**src/rtl/neokeon_round_constant_sequencer_if.sv**
```systemverilog
// Handshake/data bundle between the Neokeon round controller and the
// round-constant sequencer.
//   master : round controller side (drives requests and state, sees results)
//   slave  : sequencer side
// Signals:
//   inStart/inDecrypt/inAdvance : sequence control
//   inDataState                 : 128-bit state word, a0 in [127:96]
//   outDataState/outValid       : registered state with constant applied
//   outConstant/outRound        : current constant and its index
//   outLast/outBusy/outDone     : sequence status
interface neokeon_round_constant_sequencer_if;
  logic         inStart;
  logic         inDecrypt;
  logic         inAdvance;
  logic [127:0] inDataState;
  logic [127:0] outDataState;
  logic         outValid;
  logic [31:0]  outConstant;
  logic [4:0]   outRound;
  logic         outLast;
  logic         outBusy;
  logic         outDone;

  modport master (
    output inStart, inDecrypt, inAdvance, inDataState,
    input  outDataState, outValid, outConstant, outRound, outLast, outBusy, outDone
  );

  modport slave (
    input  inStart, inDecrypt, inAdvance, inDataState,
    output outDataState, outValid, outConstant, outRound, outLast, outBusy, outDone
  );
endinterface

```
**src/rtl/neokeon_round_constant_sequencer.sv**
```systemverilog
// Neokeon round-constant sequencer. Produces the NUM_ROUNDS+1 round
// constants forward (encrypt) or backward (decrypt) and XORs the current
// constant into word a0 of the incoming state on each advance.
// Ports:
//   inClk : clock, rising edge
//   inRst : asynchronous active-high reset
//   bus   : slave side of neokeon_round_constant_sequencer_if
module neokeon_round_constant_sequencer #(
  parameter int unsigned NUM_ROUNDS   = 16,
  parameter logic [7:0]  RC_FIRST_ENC = 8'h80,
  parameter logic [7:0]  RC_FIRST_DEC = 8'hD4
) (
  input logic                                  inClk,
  input logic                                  inRst,
  neokeon_round_constant_sequencer_if.slave    bus
);

  localparam logic [4:0] LastRound = 5'(NUM_ROUNDS);

  typedef enum logic [1:0] {StIdle, StRun, StDone} state_e;

  state_e        state_q, state_d;
  logic [7:0]    rc_q, rc_d;
  logic [4:0]    round_q, round_d;
  logic          decrypt_q, decrypt_d;
  logic [127:0]  data_q, data_d;
  logic          valid_q, valid_d;
  logic          done_q, done_d;
  logic          last;

  // Multiply by x in GF(2^8) mod x^8+x^4+x^3+x+1.
  function automatic logic [7:0] step_fwd(input logic [7:0] rc);
    return {rc[6:0], 1'b0} ^ (rc[7] ? 8'h1B : 8'h00);
  endfunction

  // Inverse of step_fwd: an odd value must have come from a reduced shift.
  function automatic logic [7:0] step_rev(input logic [7:0] rc);
    logic [7:0] t;
    t = rc ^ 8'h1B;
    return rc[0] ? {1'b1, t[7:1]} : {1'b0, rc[7:1]};
  endfunction

  assign last = (state_q == StRun) && (round_q == LastRound);

  always_comb begin
    state_d   = state_q;
    rc_d      = rc_q;
    round_d   = round_q;
    decrypt_d = decrypt_q;
    data_d    = data_q;
    valid_d   = 1'b0;
    done_d    = 1'b0;
    unique case (state_q)
      StIdle, StDone: begin
        // A same-cycle advance is deliberately ignored here.
        if (bus.inStart) begin
          state_d   = StRun;
          rc_d      = bus.inDecrypt ? RC_FIRST_DEC : RC_FIRST_ENC;
          round_d   = 5'd0;
          decrypt_d = bus.inDecrypt;
        end
      end
      StRun: begin
        if (bus.inAdvance) begin
          data_d  = bus.inDataState ^ {24'h0, rc_q, 96'h0};
          valid_d = 1'b1;
          if (last) begin
            // Hold the final constant and index; no wrap-around.
            state_d = StDone;
            done_d  = 1'b1;
          end else begin
            rc_d    = decrypt_q ? step_rev(rc_q) : step_fwd(rc_q);
            round_d = round_q + 5'd1;
          end
        end
      end
      default: state_d = StIdle;
    endcase
  end

  always_ff @(posedge inClk or posedge inRst) begin
    if (inRst) begin
      state_q   <= StIdle;
      rc_q      <= 8'h00;
      round_q   <= 5'd0;
      decrypt_q <= 1'b0;
      data_q    <= '0;
      valid_q   <= 1'b0;
      done_q    <= 1'b0;
    end else begin
      state_q   <= state_d;
      rc_q      <= rc_d;
      round_q   <= round_d;
      decrypt_q <= decrypt_d;
      data_q    <= data_d;
      valid_q   <= valid_d;
      done_q    <= done_d;
    end
  end

  assign bus.outDataState = data_q;
  assign bus.outValid     = valid_q;
  assign bus.outConstant  = {24'h0, rc_q};
  assign bus.outRound     = round_q;
  assign bus.outLast      = last;
  assign bus.outBusy      = (state_q == StRun);
  assign bus.outDone      = done_q;

endmodule
```
**src/flat_wrapper.sv**
```systemverilog
// flat-port wrapper written by rule: the top's interface ports become plain ports
module neokeon_round_constant_sequencer_flat 
#(
  parameter int unsigned NUM_ROUNDS   = 16,
  parameter logic [7:0]  RC_FIRST_ENC = 8'h80,
  parameter logic [7:0]  RC_FIRST_DEC = 8'hD4
)
  (inClk, inRst, bus_inStart, bus_inDecrypt, bus_inAdvance, bus_inDataState, bus_outDataState, bus_outValid, bus_outConstant, bus_outRound, bus_outLast, bus_outBusy, bus_outDone);
  neokeon_round_constant_sequencer_if bus_i ();
  input logic inClk;
  input logic inRst;
  input wire logic [$bits(bus_i.inStart)-1:0] bus_inStart;
  input wire logic [$bits(bus_i.inDecrypt)-1:0] bus_inDecrypt;
  input wire logic [$bits(bus_i.inAdvance)-1:0] bus_inAdvance;
  input wire logic [$bits(bus_i.inDataState)-1:0] bus_inDataState;
  output wire logic [$bits(bus_i.outDataState)-1:0] bus_outDataState;
  output wire logic [$bits(bus_i.outValid)-1:0] bus_outValid;
  output wire logic [$bits(bus_i.outConstant)-1:0] bus_outConstant;
  output wire logic [$bits(bus_i.outRound)-1:0] bus_outRound;
  output wire logic [$bits(bus_i.outLast)-1:0] bus_outLast;
  output wire logic [$bits(bus_i.outBusy)-1:0] bus_outBusy;
  output wire logic [$bits(bus_i.outDone)-1:0] bus_outDone;
  assign bus_i.inStart = bus_inStart;
  assign bus_i.inDecrypt = bus_inDecrypt;
  assign bus_i.inAdvance = bus_inAdvance;
  assign bus_i.inDataState = bus_inDataState;
  assign bus_outDataState = bus_i.outDataState;
  assign bus_outValid = bus_i.outValid;
  assign bus_outConstant = bus_i.outConstant;
  assign bus_outRound = bus_i.outRound;
  assign bus_outLast = bus_i.outLast;
  assign bus_outBusy = bus_i.outBusy;
  assign bus_outDone = bus_i.outDone;
  neokeon_round_constant_sequencer #(.NUM_ROUNDS(NUM_ROUNDS), .RC_FIRST_ENC(RC_FIRST_ENC), .RC_FIRST_DEC(RC_FIRST_DEC)) u_core (.inClk(inClk), .inRst(inRst), .bus(bus_i));
endmodule
```
**config.mk**
```make
export PLATFORM = sky130hd
export DESIGN_NAME = neokeon_round_constant_sequencer_flat
export DESIGN_NICKNAME = d
export VERILOG_FILES = /design/src/rtl/neokeon_round_constant_sequencer_if.sv /design/src/rtl/neokeon_round_constant_sequencer.sv /design/src/flat_wrapper.sv
export SDC_FILE = /design/constraint.sdc
export NUM_CORES = 1
export LEC_CHECK = 0
export ABC_AREA = 0
export CORE_AREA = 5 5 158 99
export DETAILED_ROUTE_END_ITERATION = 7
export DIE_AREA = 0 0 163 104
export GPL_TIMING_DRIVEN = 0
export PLACE_DENSITY = 0.92
export SETUP_SLACK_MARGIN = 0.1
export SLEW_MARGIN = 30
export SYNTH_ARGS = -nofsm -noshare
export SYNTH_HDL_FRONTEND = slang
export SYNTH_SLANG_ARGS = --single-unit
```
**constraint.sdc**
```tcl
create_clock -name inClk -period 13.22 [get_ports inClk]
set_input_delay 3.305 -clock inClk [delete_from_list [all_inputs] [get_ports inClk]]
set_output_delay 3.305 -clock inClk [all_outputs]
set_load 0.01 [all_outputs]
```
Word level (Yosys, flattened, before mapping)
Index checks and enable logic that the tools add are counted.
- $add $sub $neg: 1
- eq/ne operators: 7
- muxes and demuxes: 21
- bitwise logic cells: 3
- reductions and logical operators: 8
- operators by type and width (operator ; number):
    $xor 128x104->128 ; 1
    $mux 8 ; 5
    $mux 5 ; 4
    $pmux 8 s2 ; 1
    $pmux 5 s2 ; 1
    $ne 2x2->1 const B ; 4
    $xor 8x8->8 ; 1
    $mux 7 ; 1
    $mux 2 ; 3
    $add 5x1->5 const B ; 1
    $eq 5x5->1 const B ; 1
    $mux 1 ; 5
    $not 4->4 ; 1
    $pmux 2 s2 ; 1
    $reduce_and 2->1 ; 2
    $reduce_and 4->1 ; 1
    $reduce_and 3->1 ; 1
    $eq 2x1->1 const B ; 1
    $eq 2x2->1 const B ; 1
    $logic_not 2->1 ; 1
    $reduce_bool 2->1 ; 1
    $reduce_or 2->1 ; 1
    $logic_and 1x1->1 ; 1
- bits in registers: 146
- input port bits: 133
- output and inout bits: 169
- logic and storage cells: 47

Depth between registers and ports, before layout
Gate-level depths: netlist (run 1).
- depth after elaboration: 6
- depth in mapped cells: 7
- gate-level depth less buffers: 5

Least setup slack after synthesis (run 1)
No wires, ideal clock.
- path type: reg-to-output
- from: register u_core.round_q[0], in the netlist u_core.bus.outRound[0]
- to: output bus_outLast
- arrival: 1097 ps
- required time: 9915 ps
- slack: 8818 ps
- cell stages (with the launch flop): 5
- buffers on the path: 0
- path through: dfrtp_1 -> inv_1 -> ha_1 -> nand4bb_1 -> nor2_1
- cells in the longest elaborated chain, start to end: 2
- RTL lines (item ; line ; RTL):
    start: declaration ; neokeon_round_constant_sequencer.sv:24 ; logic [4:0] round_q, round_d;
    start signal: assignment ; neokeon_round_constant_sequencer.sv:93 ; round_q <= round_d;
    $eq 5x5->1 ; neokeon_round_constant_sequencer.sv:43 ; assign last = (state_q == StRun) && (round_q == LastRound);
    $logic_and 1x1->1 ; neokeon_round_constant_sequencer.sv:43 ;
    end: declaration ; flat_wrapper.sv:20 ; output wire logic [$bits(bus_i.outLast)-1:0] bus_outLast;
Every way passes these cells.

Worst setup path in the final report (run 1)
Same ends and word-level chain as after synthesis.

==> results of run 1 <==
-- power groups by stage --
| stage | logic, mW | clock network [mW] | registers, mW |
|---|---|---|---|
| floorplan | 0.384 | 0 | 0.878 |
| CTS | 1.10 | 0.461 | 0.789 |
| detailed placement | 1.09 | 0 | 0.794 |
| global route | 1.18 | 0.482 | 0.817 |
| global placement | 1.06 | 0 | 0.782 |
| finish | 1.08 | 0.452 | 0.789 |
-- sequential cells by signal, summed over array words and instances, names as in the netlist --
name / count
u_core.bus.outDone: 1
u_core.bus.outDataState: 128
u_core.decrypt_q: 1
u_core.bus.outRound: 5
u_core.rc_q: 8
u_core.bus.outValid: 1
u_core.state_q: 2
-- per-layer routing --
metal / share of wire, % / vias up / wire length [µm] / track usage [%]
li1: - / 2641 / - / -
met2: 49 / 212 / 9423 / 39.32
met3: 10 / 25 / 1968 / 9.030
met4: 1.8 / 0 / 342 / 7.062
met1: 39 / 2603 / 7631 / 26.57
met5: 0 / - / 0 / 0
-- placed cells by master, fill, tap and decap left out, types with 2 or more instances in the layout --
cell type,netlist,final
a21o_1,2,2
buf_2,20,20
buf_4,31,31
clkbuf_1,5,5
clkbuf_16,0,17
clkdlybuf4s50_1,0,277
clkinv_2,0,2
clkinvlp_4,0,3
conb_1,1,24
dfrtp_1,146,146
ha_1,2,2
inv_1,7,6
inv_6,0,7
inv_8,0,3
mux2_1,3,3
mux2i_1,8,8
nand2_1,373,373
nand3_1,4,4
nand3b_1,2,2
nor2_1,3,3
nor2b_1,4,4
o21ai_0,12,12
o22ai_1,2,2
xnor2_1,11,11
xor2_1,3,3
-- critical path, cell delays in order, from the launching register on --
cell             delay (ps)
dfrtp_1                 400
inv_1                   110
ha_1                    210
nand4bb_1               310
nor2_1                  180
clkdlybuf4s50_1         590
-- how the worst max path moves through the flow --
stage,endpoint,from,slack [ps]
global placement,u_core.bus.outDataState[29],inRst,4010
floorplan,u_core.bus.outDataState[0],inRst,5990
finish,bus_outLast,u_core.bus.outRound[0],7710
detailed placement,bus_outLast,u_core.bus.outRound[0],8130
CTS,bus_outLast,u_core.bus.outRound[0],7670
global route,bus_outLast,u_core.bus.outRound[0],7560
-- layout make-up --
cell class                      instances  area [µm²]  area share (%)
Clock buffer                           18       439.2           4.498
Clock inverter                         14       116.4           1.192
Tap cell                              198       247.7           2.537
Inverter                                8       37.54          0.3844
Multi-Input combinational cell        475        2107           21.58
Sequential cell                       146        3654           37.42
Timing Repair Buffer                  278        2800           28.68
Buffer                                 57       362.8           3.716
-- stage by stage --
step	cell area [µm²]	setup slack [ps]	utilization (%)	hold slack, ps
after floorplan	6153	5992	-	511.4
after global placement	9174	4009	64.95	456.6
after detailed placement	9209	8132	65.20	460.9
after CTS	9764	7666	69.14	475.6
after global routing	9764	7557	69.14	486.9
final	9764	7705	69.14	471.9
-- synth_stat cells, types with 2 or more instances --
library cell	count	area [µm²]
o21ai_0	12	60.06
xor2_1	3	26.28
o22ai_1	2	12.51
clkbuf_1	5	18.77
nor2_1	3	11.26
buf_2	20	100.1
buf_4	31	232.7
ha_1	2	25.02
nor2b_1	4	25.02
xnor2_1	11	96.34
nand3b_1	2	15.01
mux2_1	3	33.78
mux2i_1	8	80.08
dfrtp_1	146	3654
nand3_1	4	20.02
a21o_1	2	15.01
inv_1	7	26.28
nand2_1	373	1400
-- logic make-up (layout without fill, tap and decap cells) --
| family | Yosys count | count (layout) | share of synthesized area (%) |
|---|---|---|---|
| adder cells (fa/ha/maj) | 2 | 2 | 0.4124 |
| other | 1 | 24 | 0.06181 |
| AO/OA/AOI/OAI | 26 | 26 | 2.929 |
| flip-flops | 146 | 146 | 60.22 |
| multiplexers | 12 | 12 | 2.062 |
| AND/OR/NAND/NOR | 397 | 397 | 25.82 |
| XOR/XNOR | 14 | 14 | 2.021 |
| buffers and inverters | 65 | 375 | 6.476 |
==> reports/metrics.yaml, run 1 <==
clocking:
  ctsResizeCount: 0
  htreeDepth: 4
  clk_pin_slew_worst_paths_ps: 60
  hold_buffers: 0
  cts_setup_buffers: 0
  clock_latency_ps: 410
  root_buffer: "clkbuf_16"
  clock-sinks: 146
  clockBufferDepth: 2
  cts_buffers: 17
  cts_tree: "built"
die:
  core.rowCount: 34
  core_area_um2: 14120
  chipWidth_um: 163
  io_pins: 302
  dieHeight_um: 104
  initial_utilization_pct: 42.96
  die_area_um2: 16950
critical_path:
  cp.required_ps: 9910
  cp-start-kind: "flop"
  worstPathMaxFanout: 6
  reg2reg_to: "u_core.rc_q[2]"
  worst_r2r_path_depth: 5
  r2r_setup_slack_ps: 11480
  arrival_ps: 2210
  crit_path_end_kind: "output pin"
  r2r-start: "u_core.bus.outRound[0]"
  setup.worst_path.class: "reg2out"
outcome:
  status: "finished clean"
sta:
  relSlewSlack_pct: 65.00
  fmax_ghz: 0.1813
  grt_setup_unrepaired: "false"
  finalClockSkew_ps: 12.68
  min_period_over_period_pct: 41.72
  min_period_ps: 5515
  setup_viol: 0
  hold_violations: 0
  worstMarginPinSlew_ps: 525.0
  setup_tns_ps: 0
  drv_slew: 0
cells_and_area:
  nets: 1118
  antenna-diode-count: 0
  stdcell_count: 1194
  fill_cells: 1058
  drive_above_1_share_pct: 9.237
  syn_to_final_growth_pct: 60.94
power:
  clockPowerShare_pct: 19.5
  p_switching_mw: 0.8550
  seqPwrFrac_pct: 34.0
  pwr-share-comb_pct: 46.6
  sw_frac_of_total_pct: 36.80
  internal_power_mw: 1.468
  power_mw: 2.323
  powerDensity_nw_per_um2: 237.9
  ir_worst_vdd_uv: 133.8
  p_leak_nw: 4.808
synth:
  syn-cell-area_um2: 6067
  synth.avg_cell_area_um2: 9.151
  seq_area_frac_synth_pct: 60.22
  synthCells: 663
  netlist-cell-type-count: 43
  async_reset_ff_share_pct: 100.0
  ys.flop_type: "dfrtp_1"
  synth-edff-count: 0
  yosysWarnings: 0
  ys_ff_latch: 146
global_route:
  grt_first_pass_wirelength_um: 30710
  grt.total_usage_pct: 22.96
  grt_pass1_vias: 5838
  overflow: 0
  antenna_found_initial: 0
  grt_max_degree: 87
place:
  dpl.cell_count: 1162
  portBuffers: 277
  post-dp-hpwl_um: 14820
  place_congestion: 0.8008
drt:
  wl_per_cell_um: 16.22
  dr.pass1.iters: 4
  drc: 0
  antenna_left: 0
  viasPerCell: 4.590
  num_vias: 5481
  initialDrtViolationCount: 364
  wirelength_um: 19370
min_path:
  hold_path.class: "reg2reg"
  whs_path_depth: 2
  min_from: "u_core.bus.outDataState[52]"
  worstHoldEndpoint: "u_core.bus.outDataState[52]"
run:
  maxCapViolCount: 0
Note: power is estimated with default switching activity, not from simulation.
==> run 2: changes to the inputs <==
- CORE_AREA: 5 5 158 99 -> 5 5 165 104
- DIE_AREA: 0 0 163 104 -> 0 0 170 109
- PLACE_DENSITY: 0.92 -> 0.85
- clock period: 13.22 -> 5.2 ns (I/O delays scaled with it)
==> reports/metrics.yaml, run 2 (synthesis gave the netlist of run 1 again) <==
outcome:
  status: "finished clean"
cells_and_area:
  largest_reg_flops: 128
  drive_above_1_share_pct: 9.319
  final_cell_mix: "nand2_1 (373), clkdlybuf4s50_1 (277), dfrtp_1 (146)"
  syn_to_final_growth_pct: 63.50
  nets: 1122
  final_common_cell: "nand2_1"
  antenna-diode-count: 0
  stdcell_count: 1207
power:
  sw_frac_of_total_pct: 35.19
  pwr-share-comb_pct: 45.5
  internal_power_mw: 3.902
  seqPwrFrac_pct: 33.2
  powerDensity_nw_per_um2: 606.9
  clockPowerShare_pct: 21.3
  ir_worst_vdd_uv: 329.9
  p_switching_mw: 2.118
  p_leak_nw: 4.867
clocking:
  clockBufferDepth: 2
  hold_buffers: 0
  clock_latency_ps: 410
  cts_buffers: 17
  cts_setup_buffers: 0
  root_buffer: "clkbuf_16"
  ctsResizeCount: 0
  clock-sinks: 146
  cts_tree: "built"
  clk_pin_slew_worst_paths_ps: 60
  htreeDepth: 4
global_route:
  overflow: 0
  grt.total_usage_pct: 20.13
  grt_max_degree: 28
  antenna_found_initial: 0
  grt_pass1_vias: 5431
  grt_first_pass_wirelength_um: 28960
place:
  dpl.cell_count: 1177
  post-dp-hpwl_um: 14680
  portBuffers: 277
  place_congestion: 0.8417
sta:
  hold_violations: 0
  fmax_ghz: 0.2826
  setup_tns_ps: 0
  finalClockSkew_ps: 11.89
  setup_viol: 0
  relSlewSlack_pct: 62.13
  min_period_ps: 3538
  grt_setup_unrepaired: "false"
  worstMarginPinSlew_ps: 566.8
  min_period_over_period_pct: 68.05
  hold_ws_ps: 472.8
  drv_slew: 0
die:
  chipWidth_um: 170
  die_area_um2: 18530
  core.rowCount: 36
  core_area_um2: 15630
  initial_utilization_pct: 38.82
  dieHeight_um: 109
  io_pins: 302
drt:
  wl_per_cell_um: 15.78
  dr.pass1.iters: 4
  antenna_left: 0
  initialDrtViolationCount: 521
  num_vias: 5408
  viasPerCell: 4.481
  wirelength_um: 19040
  drc: 0
critical_path:
  crit_path_end_kind: "output pin"
  setup.worst_path.class: "reg2out"
  worstPathMaxFanout: 6
  cp.required_ps: 3900
  arrival_ps: 2240
  cp-start-kind: "flop"
run:
  maxCapViolCount: 0
min_path:
  hold_path.class: "reg2reg"
[run 2: changes by cell type in the layout (fill, tap and decap cells not counted), sizes merged]
cell	change
buf	+4
bufinv	+4
clkinv	+3
inv	-9
[run 2: final cells by class]
cell class / count / area (µm²)
inverters: 8 / 33.78
flip-flops and latches: 146 / 3654
plain buffers: 57 / 362.8
clock inverters: 12 / 183.9
clock buffers: 18 / 429.2
multi-input cells: 475 / 2107
well taps: 209 / 261.5
repair buffers: 282 / 2888
fillers: 1278 / 5710
[run 2: through the flow]
stage | cell area [µm²] | worst slack (ps) | power (mW) | utilization (%)
finish | 9920 | 1662 | 6.020 | 63.46
global route | 9920 | 1541 | 6.431 | 63.46
CTS | 9920 | 1661 | 6.091 | 63.46
detailed placement | 9306 | 2115 | 4.779 | 59.54
global placement | 9191 | 774.5 | 4.680 | 58.81
floorplan | 6157 | 2067 | 3.210 | -
[run 2: critical path, stage by stage, from the launching register on]
cell	delay, ps
dfrtp_1	410
inv_1	100
ha_1	210
nand4bb_1	370
nor2_1	200
clkdlybuf4s50_1	560
[run 2: path summary, 6_finish.rpt]
kind,startpoint,to,slack [ps],depth (start not counted)
worst max-delay path,u_core.bus.outRound[0],bus_outLast,1660,5
worst min-delay path,u_core.bus.outDataState[82],u_core.bus.outDataState[82],470,2
worst max register to register,u_core.bus.outRound[0],u_core.rc_q[2],3430,5
worst min register to register,u_core.bus.outDataState[82],u_core.bus.outDataState[82],470,2
max in group asynchronous,inRst,u_core.bus.outDataState[48],3170,4
min in group asynchronous,inRst,u_core.bus.outDataState[12],1300,2
[run 2: routing by layer]
metal | wire (µm) | vias up | GRT usage [%]
met5 | 0 | - | 0
met4 | 144 | 0 | 4.615
met3 | 2060 | 10 | 8.442
met2 | 9046 | 200 | 32.23
met1 | 7790 | 2555 | 25.74
li1 | - | 2643 | -
[run 2: power groups by stage]
stage | sequential (mW) | combinational (mW) | clock, mW
floorplan | 2.23 | 0.978 | 0
global placement | 1.99 | 2.69 | 0
detailed placement | 2.01 | 2.77 | 0
CTS | 2.00 | 2.78 | 1.31
global route | 2.08 | 2.99 | 1.36
finish | 2.00 | 2.74 | 1.28
